--- config.mk ---
export PLATFORM = sky130hd
export DESIGN_NAME = countdown_timer
export DESIGN_NICKNAME = d
export VERILOG_FILES = /design/src/rtl/countdown_timer.sv
export SDC_FILE = /design/constraint.sdc
export NUM_CORES = 1
export LEC_CHECK = 0
export CAP_MARGIN = 10
export CELL_PAD_IN_SITES_DETAIL_PLACEMENT = 0
export CELL_PAD_IN_SITES_GLOBAL_PLACEMENT = 2
export CORE_AREA = 2 2 80 82
export DETAILED_ROUTE_END_ITERATION = 7
export DIE_AREA = 0 0 82 84
export PLACE_DENSITY = 0.95
export RECOVER_POWER = 100
export SLEW_MARGIN = 20
export SYNTH_ARGS = -nofsm -noshare
export SYNTH_HDL_FRONTEND = slang
export SYNTH_SLANG_ARGS = --single-unit
--- constraint.sdc ---
create_clock -name clk -period 3.65 [get_ports clk]
set_input_delay 0.73 -clock clk [delete_from_list [all_inputs] [get_ports clk]]
set_output_delay 0.73 -clock clk [all_outputs]
set_load 0.01 [all_outputs]
--- src/rtl/countdown_timer.sv ---
// Cascaded min:sec:cs countdown timer with IDLE/RUN/PAUSE/DONE control.
// Optional COUNTDOWN_AUTO_RELOAD_EN: reload last preset on expiry and keep running.
module countdown_timer #(
    parameter int CS_WIDTH  = 7,
    parameter int CS_MAX    = 99,
    parameter int SEC_WIDTH = 6,
    parameter int SEC_MAX   = 59,
    parameter int MIN_WIDTH = 7,
    parameter int MIN_MAX   = 99
) (
    input  logic                 clk,
    input  logic                 rst_n,
    input  logic                 tick,
    input  logic                 load,
    input  logic [MIN_WIDTH-1:0] load_min,
    input  logic [SEC_WIDTH-1:0] load_sec,
    input  logic [CS_WIDTH-1:0]  load_cs,
    input  logic                 start,
    input  logic                 pause,
    input  logic                 clear,
    output logic [MIN_WIDTH-1:0] min,
    output logic [SEC_WIDTH-1:0] sec,
    output logic [CS_WIDTH-1:0]  cs,
    output logic                 running,
    output logic                 expired,
    output logic                 done_pulse
);

    typedef enum logic [1:0] {
        S_IDLE,
        S_RUN,
        S_PAUSE,
        S_DONE
    } state_t;

    localparam logic [CS_WIDTH-1:0]  CS_MAX_V  = CS_WIDTH'(CS_MAX);
    localparam logic [SEC_WIDTH-1:0] SEC_MAX_V = SEC_WIDTH'(SEC_MAX);
    localparam logic [MIN_WIDTH-1:0] MIN_MAX_V = MIN_WIDTH'(MIN_MAX);
    localparam logic [CS_WIDTH-1:0]  CS_ONE    = CS_WIDTH'(1);

    state_t               state_q, state_d;
    logic [MIN_WIDTH-1:0] min_q, min_d;
    logic [SEC_WIDTH-1:0] sec_q, sec_d;
    logic [CS_WIDTH-1:0]  cs_q, cs_d;
    logic                 done_q, done_d;

    logic [MIN_WIDTH-1:0] ld_min;
    logic [SEC_WIDTH-1:0] ld_sec;
    logic [CS_WIDTH-1:0]  ld_cs;
    logic                 cnt_zero;
    logic                 cnt_one;
    logic                 load_ok;

    assign ld_min   = (load_min > MIN_MAX_V) ? MIN_MAX_V : load_min;
    assign ld_sec   = (load_sec > SEC_MAX_V) ? SEC_MAX_V : load_sec;
    assign ld_cs    = (load_cs > CS_MAX_V) ? CS_MAX_V : load_cs;
    assign cnt_zero = (min_q == '0) && (sec_q == '0) && (cs_q == '0);
    assign cnt_one  = (min_q == '0) && (sec_q == '0) && (cs_q == CS_ONE);
    assign load_ok  = !clear && load && (state_q != S_RUN);

`ifdef COUNTDOWN_AUTO_RELOAD_EN
    logic [MIN_WIDTH-1:0] pre_min_q;
    logic [SEC_WIDTH-1:0] pre_sec_q;
    logic [CS_WIDTH-1:0]  pre_cs_q;
    logic                 pre_zero;

    assign pre_zero = (pre_min_q == '0) && (pre_sec_q == '0) &&
                      (pre_cs_q == '0);

    // Shadow copy of the last accepted preset; clear leaves it intact.
    always_ff @(posedge clk or negedge rst_n) begin
        if (!rst_n) begin
            pre_min_q <= '0;
            pre_sec_q <= '0;
            pre_cs_q  <= '0;
        end else if (load_ok) begin
            pre_min_q <= ld_min;
            pre_sec_q <= ld_sec;
            pre_cs_q  <= ld_cs;
        end
    end
`endif

    always_comb begin
        state_d = state_q;
        min_d   = min_q;
        sec_d   = sec_q;
        cs_d    = cs_q;
        done_d  = 1'b0;
        if (clear) begin
            state_d = S_IDLE;
            min_d   = '0;
            sec_d   = '0;
            cs_d    = '0;
        end else if (load_ok) begin
            state_d = S_IDLE;
            min_d   = ld_min;
            sec_d   = ld_sec;
            cs_d    = ld_cs;
        end else if (pause) begin
            if (state_q == S_RUN) begin
                state_d = S_PAUSE;
            end
        end else if (start &&
                     (state_q == S_IDLE || state_q == S_PAUSE)) begin
            if (!cnt_zero) begin
                state_d = S_RUN;
            end
        end else if (tick && state_q == S_RUN && !cnt_zero) begin
            if (cnt_one) begin
                done_d = 1'b1;
`ifdef COUNTDOWN_AUTO_RELOAD_EN
                if (!pre_zero) begin
                    min_d = pre_min_q;
                    sec_d = pre_sec_q;
                    cs_d  = pre_cs_q;
                end else begin
                    cs_d    = '0;
                    state_d = S_DONE;
                end
`else
                cs_d    = '0;
                state_d = S_DONE;
`endif
            end else if (cs_q != '0) begin
                cs_d = cs_q - 1'b1;
            end else begin
                // Borrow ripples cs -> sec -> min.
                cs_d = CS_MAX_V;
                if (sec_q != '0) begin
                    sec_d = sec_q - 1'b1;
                end else begin
                    sec_d = SEC_MAX_V;
                    min_d = min_q - 1'b1;
                end
            end
        end
    end

    always_ff @(posedge clk or negedge rst_n) begin
        if (!rst_n) begin
            state_q <= S_IDLE;
            min_q   <= '0;
            sec_q   <= '0;
            cs_q    <= '0;
            done_q  <= 1'b0;
        end else begin
            state_q <= state_d;
            min_q   <= min_d;
            sec_q   <= sec_d;
            cs_q    <= cs_d;
            done_q  <= done_d;
        end
    end

    assign min        = min_q;
    assign sec        = sec_q;
    assign cs         = cs_q;
    assign running    = (state_q == S_RUN);
    assign expired    = (state_q == S_DONE);
    assign done_pulse = done_q;

endmodule

== After elaboration in Yosys (flattened, before gate mapping) ==
Index checks and enable logic that the tools add are counted.

* Multiplexer cells: 40
* Shifts and indexed selects: 0
* Div/mod/pow operators: 0
* Reductions and logical operators: 24
* Bitwise gates (word level): 0
* $mul: 0
* Equality and inequality tests: 12
* $lt $le $gt $ge: 3
* $add $sub $neg: 3

{| class="wikitable"
|+ Operators by type and width
! cell !! number
|-
| $mux W7 || 17
|-
| $mux W6 || 9
|-
| $mux W2 || 8
|-
| $gt A7 B7 Y1 const B || 2
|-
| $logic_not A7 Y1 || 2
|-
| $sub A7 B1 Y7 const B || 2
|-
| $reduce_bool A5 Y1 || 2
|-
| $ne A3 B3 Y1 const B || 3
|-
| $logic_and A1 B1 Y1 || 8
|-
| $eq A7 B1 Y1 const B || 1
|-
| $reduce_bool A7 Y1 || 1
|-
| $gt A6 B6 Y1 const B || 1
|-
| $logic_not A6 Y1 || 1
|-
| $mux W1 || 6
|-
| $reduce_and A6 Y1 || 1
|-
| $reduce_bool A6 Y1 || 1
|-
| $sub A6 B1 Y6 const B || 1
|-
| $ne A5 B5 Y1 const B || 1
|-
| $reduce_and A5 Y1 || 1
|-
| $eq A2 B2 Y1 const B || 2
|-
| $ne A4 B1 Y1 const B || 1
|-
| $reduce_and A4 Y1 || 1
|-
| $ne A3 B1 Y1 const B || 1
|-
| $ne A3 B2 Y1 const B || 1
|-
| other kinds (7) || 8
|}

* Memory bits (read-only): 0
* Memories: 0
* Register bits: 23
* Bits in latches: 0
* Output and inout bits: 23
* Logic and storage cells: 87
* RAM bits: 0

== Longest topological paths before layout ==
Gate-level depths: netlist of run 1.

* Word-level depth: 10
* Gate-level depth with buffers: 8

== Worst setup path after synthesis of run 1 ==
OpenSTA, ideal clock, no wires.

* Path type: register to register
* From: register min_q[0] (netlist: min[0])
* To: register sec_q[2] (netlist: sec[2])
* Cell stages (with the launch flop): 9
* Arrival: 1921 ps
* Period minus slack after synthesis: 2042 ps
* Buffers on the path: 1
* Setup slack: 1608 ps
* Path through: dfrtp_1 inv_1 ha_1 nor4b_4 and4b_2 o31ai_1 buf_2 o31ai_1 a22o_1

* Cells in the longest elaborated chain, start to end: 7
* Elaborated cells on any way between the ends: 9

{| class="wikitable"
|+ Ends and longest elaborated chain
! item !! line !! source
|-
| start: declaration || 42 || <nowiki>logic [MIN_WIDTH-1:0] min_q, min_d;</nowiki>
|-
| start signal: assignment || 149 || <nowiki>min_q <= min_d;</nowiki>
|-
| $logic_not A7 Y1 * || 57, 58 ||
|-
| $logic_and A1 B1 Y1 * || 57, 58 ||
|-
| $logic_and A1 B1 Y1 || 57 || <nowiki>assign cnt_zero = (min_q == '0) && (sec_q == '0) && (cs_q == '0);</nowiki>
|-
| $logic_not A1 Y1 || 109 || <nowiki>end else if (tick && state_q == S_RUN && !cnt_zero) begin</nowiki>
|-
| $logic_and A1 B1 Y1 || 109 ||
|-
| $reduce_bool A3 Y1 (no source line) || n/a ||
|-
| $reduce_and A5 Y1 (no source line) * || n/a ||
|-
| end signal: assignment || 144 || <nowiki>sec_q <= '0;</nowiki>
|-
| end signal: assignment || 150 || <nowiki>sec_q <= sec_d;</nowiki>
|-
| end: declaration || 43 || <nowiki>logic [SEC_WIDTH-1:0] sec_q, sec_d;</nowiki>
|}

Mark *: on every way between the ends. The rest lies on a longest branch, timed or not.
A chain may end at the register's enable or synchronous reset.

== Worst setup path after layout of run 1 ==
* From: input port load
* To: register min_q[4] (netlist: min[4])

* Cells in the longest elaborated chain, start to end: 4
* Elaborated cells on any way between the ends: 11

{| class="wikitable"
|+ Ends and longest elaborated chain
! item !! line !! source
|-
| start: declaration || 14 || <nowiki>input logic load,</nowiki>
|-
| $logic_and A1 B1 Y1 * (2 in a row) || 59 || <nowiki>assign load_ok = !clear && load && (state_q != S_RUN);</nowiki>
|-
| $ne A3 B3 Y1 (no source line), or another cell as far along || n/a ||
|-
| $reduce_and A6 Y1 (no source line) / $mux W7 (equally long branches) || n/a ||
|}

Marked as above.

==> results of run 1 <==
-- per-layer routing --
layer,vias up,track usage [%],part of all wire (%)
met3,4,2.71,4.2
met4,0,3.03,0.97
met1,814,20.2,47
met5,-,0,0
met2,36,24.5,48
li1,854,-,-
-- final cells by class --
class,instances,share of cell area (%)
Multi-Input combinational cell,160,45.2
Sequential cell,23,24.8
Timing Repair Buffer,53,22.1
Tap cell,77,4.15
Clock buffer,4,1.94
Inverter,11,1.78
-- power breakdown --
group,leakage (nW),switching (mW),internal (mW)
clock network,0.0228,0.0888,0.0781
registers,0.297,0.0735,0.303
logic,0.655,0.234,0.235
total,0.975,0.396,0.615
-- cell families after synthesis --
kind of cell             Yosys count  share of synthesized area, %
multiplexers                       1                         0.664
buffers and inverters             18                          4.21
adder cells (fa/ha/maj)            6                          4.43
XOR/XNOR                           6                          3.10
AO/OA/AOI/OAI                     69                          27.7
flip-flops                        23                          33.9
AND/OR/NAND/NOR                   78                          25.9
-- synthesized netlist by cell type (2+ instances only) --
| library cell | instances |
|---|---|
| a211o_1 | 2 |
| o21ai_0 | 12 |
| a32oi_1 | 2 |
| o211ai_1 | 3 |
| a21boi_0 | 2 |
| or3b_2 | 2 |
| clkbuf_1 | 4 |
| or3_1 | 2 |
| a21oi_1 | 15 |
| nor3_1 | 12 |
| dfrtp_1 | 23 |
| nand2_1 | 16 |
| o2bb2ai_1 | 2 |
| nor3b_1 | 2 |
| o22ai_1 | 3 |
| nor2_1 | 25 |
| xnor2_1 | 5 |
| and2_1 | 3 |
| nand3_1 | 2 |
| o31ai_1 | 5 |
| a211oi_1 | 3 |
| buf_2 | 3 |
| inv_1 | 11 |
| a31oi_1 | 5 |
| a22oi_1 | 2 |
| ha_1 | 6 |
-- final timing paths --
path | startpoint | to | slack [ns] | depth (start not counted)
max | load | min[4]$_DFFE_PN0P_ | 0.68 | 6
min | min[3]$_DFFE_PN0P_ | min[3]$_DFFE_PN0P_ | 0.54 | 1
max reg2reg | cs[0]$_DFFE_PN0P_ | min[4]$_DFFE_PN0P_ | 0.98 | 7
min reg2reg | min[3]$_DFFE_PN0P_ | min[3]$_DFFE_PN0P_ | 0.54 | 1
max in group asynchronous | rst_n | sec[5]$_DFFE_PN0P_ | 1.62 | 2
min in group asynchronous | rst_n | cs[3]$_DFFE_PN0P_ | 1.26 | 2
-- placed cells by master (no fill, tap or decap), drive strengths merged, types with 4 or more instances in the layout --
cell / count
dlygate4sd3: 26
nor2: 25
dfrtp: 23
clkdlybuf4s50: 23
nand2: 16
a21oi: 15
o21ai: 13
nor3: 13
inv: 11
ha: 6
clkbuf: 6
a31oi: 5
o31ai: 5
xnor2: 5
a211oi: 4
-- registers in the layout, indices dropped and copies added, names as in the netlist --
register	count
cs	7
sec	6
min	7
done_pulse	1
state_q	2
-- metrics by stage --
stage / hold slack, ns / cells / area (sq um)
6_report: 0.545 / 328 / 2320
5_1_grt: 0.567 / 328 / 2320
3_5_place_dp: 0.533 / 324 / 2290
3_3_place_gp: 0.528 / 324 / 2290
2_1_floorplan: 0.434 / 201 / 1700
4_1_cts: 0.555 / 328 / 2330
-- worst max-delay path, stage by stage --
cell and delay, ns:
dlygate4sd3_1 0.62, inv_1 0.11, o21ai_0 0.95, a41o_1 0.33, o21ai_0 0.13, a32o_1 0.25
==> results.ini, run 1 <==
[sta]
relSlewSlack_pct = 12.9
worstMarginPinSlew_ns = 1.31
finalCriticalPeriod_ns = 2.97
skew_ns = 0.00446
slew_violations = 0
min_period_over_period_pct = 81.3
fmax_mhz = 337
rsz0062_at_grt = no
setup_ws_ns = 0.681
fin_setup_tns_ns = 0
finalSetupViolations = 0
finalHoldViolations = 0

[logic_synthesis]
yosysWarnings = 0
avgSynthCellArea_sq_um = 8.43
synth_edf_count = 0
synth_top_area_cell = dfrtp_1
syn_nets = 234
syn_area_sq_mm = 0.00170
synth_top_area_share_pct = 33.9
ys_types = 55
ys_seq_area_share_pct = 33.9
ys_async_sr_fraction_pct = 100
synth_ff_type = dfrtp_1
synth-seq-cells = 23
ys_top_cells_by_area = dfrtp_1, nor2_1, a21oi_1
synthCells = 201

[worst_setup_path]
crit_type = in2reg
cp_max_fo = 10
critPathArrivalTime_ns = 3.13
startpoint_type = primary input
crit_required_ns = 3.81
crit_path_end_kind = flop

[drt]
drc = 0
drt-vias-per-instance = 5.21
postRouteAntennaNets = 0
wl_per_cell_um = 15.1
vias = 1708
first_iter_violations = 86
first_pass_iters = 6
wirelength_um = 4970

[power_and_ir_drop]
cellLeakagePower_nw = 0.975
ir_worst_vdd_uv = 207
power.total_mw = 1.01
power_density_mw_per_mm2 = 436

[final_layout]
regArea_sq_um = 576
drive_gt1_share_pct = 6.77
final_core_util_pct = 38.1
fill_cells = 630
fin_nets = 285
area_growth_syn_to_layout_pct = 36.8
multiInputGateArea_sq_mm = 0.00105
diodes = 0

[min_path]
min-delay-path-class = reg2reg

[clock_tree]
numCtsBuffers = 3
cts_hold_buf = 0
root_buffer = clkbuf_8
numClockSinks = 23
clk_pin_slew_worst_paths_ns = 0.09
cts_buffer_depth = 2
clk_latency_ns = 0.27
post_cts_buffers = 0
cts_htree_levels = 1
cts_tree = built
cts_resized = 0

[place]
port_buffers = 49
hpwl_um = 3800
dp_slack_ns = 0.810
gp_congestion = 0.809

[global_routing]
grt_max_degree = 24
grt_first_pass_wirelength_um = 8120
grt_usage_pct = 14.9
antenna_found_initial = 0
first_global_vias = 1672
grt-ovfl-total = 0

[floorplan]
fp.coreArea_sq_mm = 0.00610
start_util_pct = 27.8
dieArea_sq_mm = 0.00689
io_pins = 50
fp.dieW_um = 82
rows = 29
die_y_um = 84

[outcome]
status = finished, final reports clean

[flow_run]
cap_violations = 0

Power figures use the tool's default switching activity.
==> run 2: changes to the inputs <==
--- a/config.mk
+++ b/config.mk
@@ -8,10 +8,10 @@
 export CAP_MARGIN = 10
 export CELL_PAD_IN_SITES_DETAIL_PLACEMENT = 0
 export CELL_PAD_IN_SITES_GLOBAL_PLACEMENT = 2
-export CORE_AREA = 2 2 80 82
+export CORE_AREA = 2 2 83 85
 export DETAILED_ROUTE_END_ITERATION = 7
-export DIE_AREA = 0 0 82 84
-export PLACE_DENSITY = 0.95
+export DIE_AREA = 0 0 85 87
+export PLACE_DENSITY = 0.89
 export RECOVER_POWER = 100
 export SLEW_MARGIN = 20
 export SYNTH_ARGS = -nofsm -noshare
==> constraint.sdc (replaced) <==
create_clock -name clk -period 2.9 [get_ports clk]
set_input_delay 0.58 -clock clk [delete_from_list [all_inputs] [get_ports clk]]
set_output_delay 0.58 -clock clk [all_outputs]
set_load 0.01 [all_outputs]
==> results.ini, run 2 (synthesis results as in run 1) <==
[worst_setup_path]
startpoint_type = flop
crit_family = simple AND/OR/NAND/NOR gates
cp_max_fo = 10  ; unchanged
crit_path_end_kind = flop
worstPathCellList = inv_1, ha_1, nor3b_1, and2_0, a41o_1, o21ai_0, a32o_1
path_buf_inv = 1  ; -1
slowest_stage = and2_0
critPathArrivalTime_ns = 2.69  ; -0.44 ns
slowest_delay_ns = 0.53  ; -0.42 ns
crit_type = reg2reg
crit_required_ns = 3.07  ; -0.74 ns

[drt]
wl_per_cell_um = 14.8  ; -2.4%
vias = 1724  ; +0.94%
wl_met1_um = 2340  ; +1.1%
drc = 0  ; unchanged
wirelength_um = 4950  ; -0.32%
drt-vias-per-instance = 5.15  ; -1.2%
wl_met2_um = 2380  ; -0.75%
postRouteAntennaNets = 0  ; unchanged
dr_wl_met3_um = 204  ; -3.3%
first_pass_iters = 4  ; -2
first_iter_violations = 60  ; -30%
top_layer_used = met4

[final_layout]
fill_cells = 678  ; +7.6%
stdcell_count = 335  ; +2.1%
final_cell_mix = nor2_1, dlygate4sd3_1, clkdlybuf4s50_1
area_growth_syn_to_layout_pct = 38.9
fin_nets = 289  ; +1.4%
multiInputGateArea_sq_mm = 0.00105  ; +0.36%
drive_gt1_share_pct = 8.24  ; +1.5 points
final_core_util_pct = 35.8  ; -2.2 points
regArea_sq_um = 576  ; unchanged
diodes = 0  ; unchanged

[outcome]
status = finished, final reports clean

[global_routing]
first_global_vias = 1743  ; +4.2%
grt_first_pass_wirelength_um = 8250  ; +1.5%
grt_max_degree = 24  ; unchanged
grt-ovfl-total = 0  ; unchanged
antenna_found_initial = 0  ; unchanged
grt_usage_pct = 13.8  ; -1.1 points

[place]
hpwl_um = 3800  ; about the same
dp_cells = 331  ; +2.2%
port_buffers = 49  ; unchanged
dp_slack_ns = 0.464  ; -0.346 ns
gp_congestion = 0.847  ; +4.6%

[clock_tree]
numCtsBuffers = 3  ; unchanged
cts_hold_buf = 0  ; unchanged
clk_latency_ns = 0.28  ; about the same
root_buffer = clkbuf_8
numClockSinks = 23  ; unchanged
clk_pin_slew_worst_paths_ns = 0.09  ; about the same
cts_resized = 0  ; unchanged
post_cts_buffers = 0  ; unchanged
cts_tree = built
cts_buffer_depth = 2  ; unchanged
cts_htree_levels = 1  ; unchanged

[floorplan]
die_y_um = 87  ; +3.6%
io_pins = 50  ; unchanged
rows = 30  ; +3.4%
fp.coreArea_sq_mm = 0.00657  ; +7.8%
start_util_pct = 25.8  ; -2.0 points
dieArea_sq_mm = 0.00740  ; +7.4%
fp.dieW_um = 85  ; +3.7%

[power_and_ir_drop]
ir_worst_vdd_uv = 257  ; +24%
power_density_mw_per_mm2 = 546  ; +25%
cellLeakagePower_nw = 0.995  ; +2.0%

[sta]
relSlewSlack_pct = 7.85  ; -5.0 points
rsz0062_at_grt = no
finalHoldViolations = 0  ; unchanged
skew_ns = 0.00608  ; +0.00162 ns
setup_ws_ns = 0.386  ; -0.295 ns
fin_setup_tns_ns = 0  ; unchanged
min_period_over_period_pct = 86.7
slew_violations = 0  ; unchanged
worstMarginPinSlew_ns = 1.38  ; +0.0756 ns
finalCriticalPeriod_ns = 2.51
hold_slack_ns = 0.556  ; +0.0111 ns
fmax_mhz = 398
finalSetupViolations = 0  ; unchanged

[min_path]
min-delay-path-class = reg2reg

[flow_run]
cap_violations = 0  ; unchanged

==> run 2: changes by cell type in the layout (fill, tap and decap cells not counted) <==
cell / change
clkdlybuf4s50_1: +1
clkinv_2: +1
and4b_2: -1
and4b_1: +1
dlygate4sd3_1: -1
buf_4: +3
o21ai_0: -1
o21ai_1: +1
nor3_2: +1
nor3_1: -1
==> run 2: report_power, final <==
group          internal (mW)  switching, mW  total [mW]
Clock                 0.0965          0.120       0.216
Sequential             0.381         0.0954       0.476
Combinational          0.300          0.293       0.593
==> run 2: worst paths after layout <==
path / slack (ns) / from / endpoint / cells past startpoint
setup / recovery: 0.39 / cs[0]$_DFFE_PN0P_ / min[4]$_DFFE_PN0P_ / 7
hold / removal: 0.56 / min[3]$_DFFE_PN0P_ / min[3]$_DFFE_PN0P_ / 1
setup reg to reg: 0.39 / cs[0]$_DFFE_PN0P_ / min[4]$_DFFE_PN0P_ / 7
hold reg to reg: 0.56 / min[3]$_DFFE_PN0P_ / min[3]$_DFFE_PN0P_ / 1
max in group asynchronous: 0.95 / rst_n / cs[0]$_DFFE_PN0P_ / 2
min in group asynchronous: 1.14 / rst_n / min[3]$_DFFE_PN0P_ / 2
==> run 2: worst reg2reg max path: stages, from the launching register on <==
cell and delay, ns:
dfrtp_1 0.44, inv_1 0.10, ha_1 0.21, nor3b_1 0.42, and2_0 0.53, a41o_1 0.39
o21ai_0 0.13, a32o_1 0.21
==> run 2: through the flow <==
| step | power, mW | area [sq um] |
|---|---|---|
| global placement | 1.11 | 2320 |
| CTS | 1.32 | 2370 |
| global route | 1.39 | 2350 |
| detailed placement | 1.10 | 2320 |
| finish | 1.28 | 2350 |
| floorplan | 0.839 | 1700 |
==> run 2: per-layer routing <==
layer	up-vias	global-route usage, %
met3	5	3.03
met1	820	18.2
met5	-	0
met4	0	2.31
met2	40	23.4
li1	859	-
==> run 2: layout make-up <==
class / instances / area share [%]
multi-input combinational: 160 / 44.7
sequential: 23 / 24.4
timing repair buffer: 57 / 22.9
tap: 80 / 4.25
clock buffer: 3 / 1.75
inverter: 11 / 1.75
clock inverter: 1 / 0.213
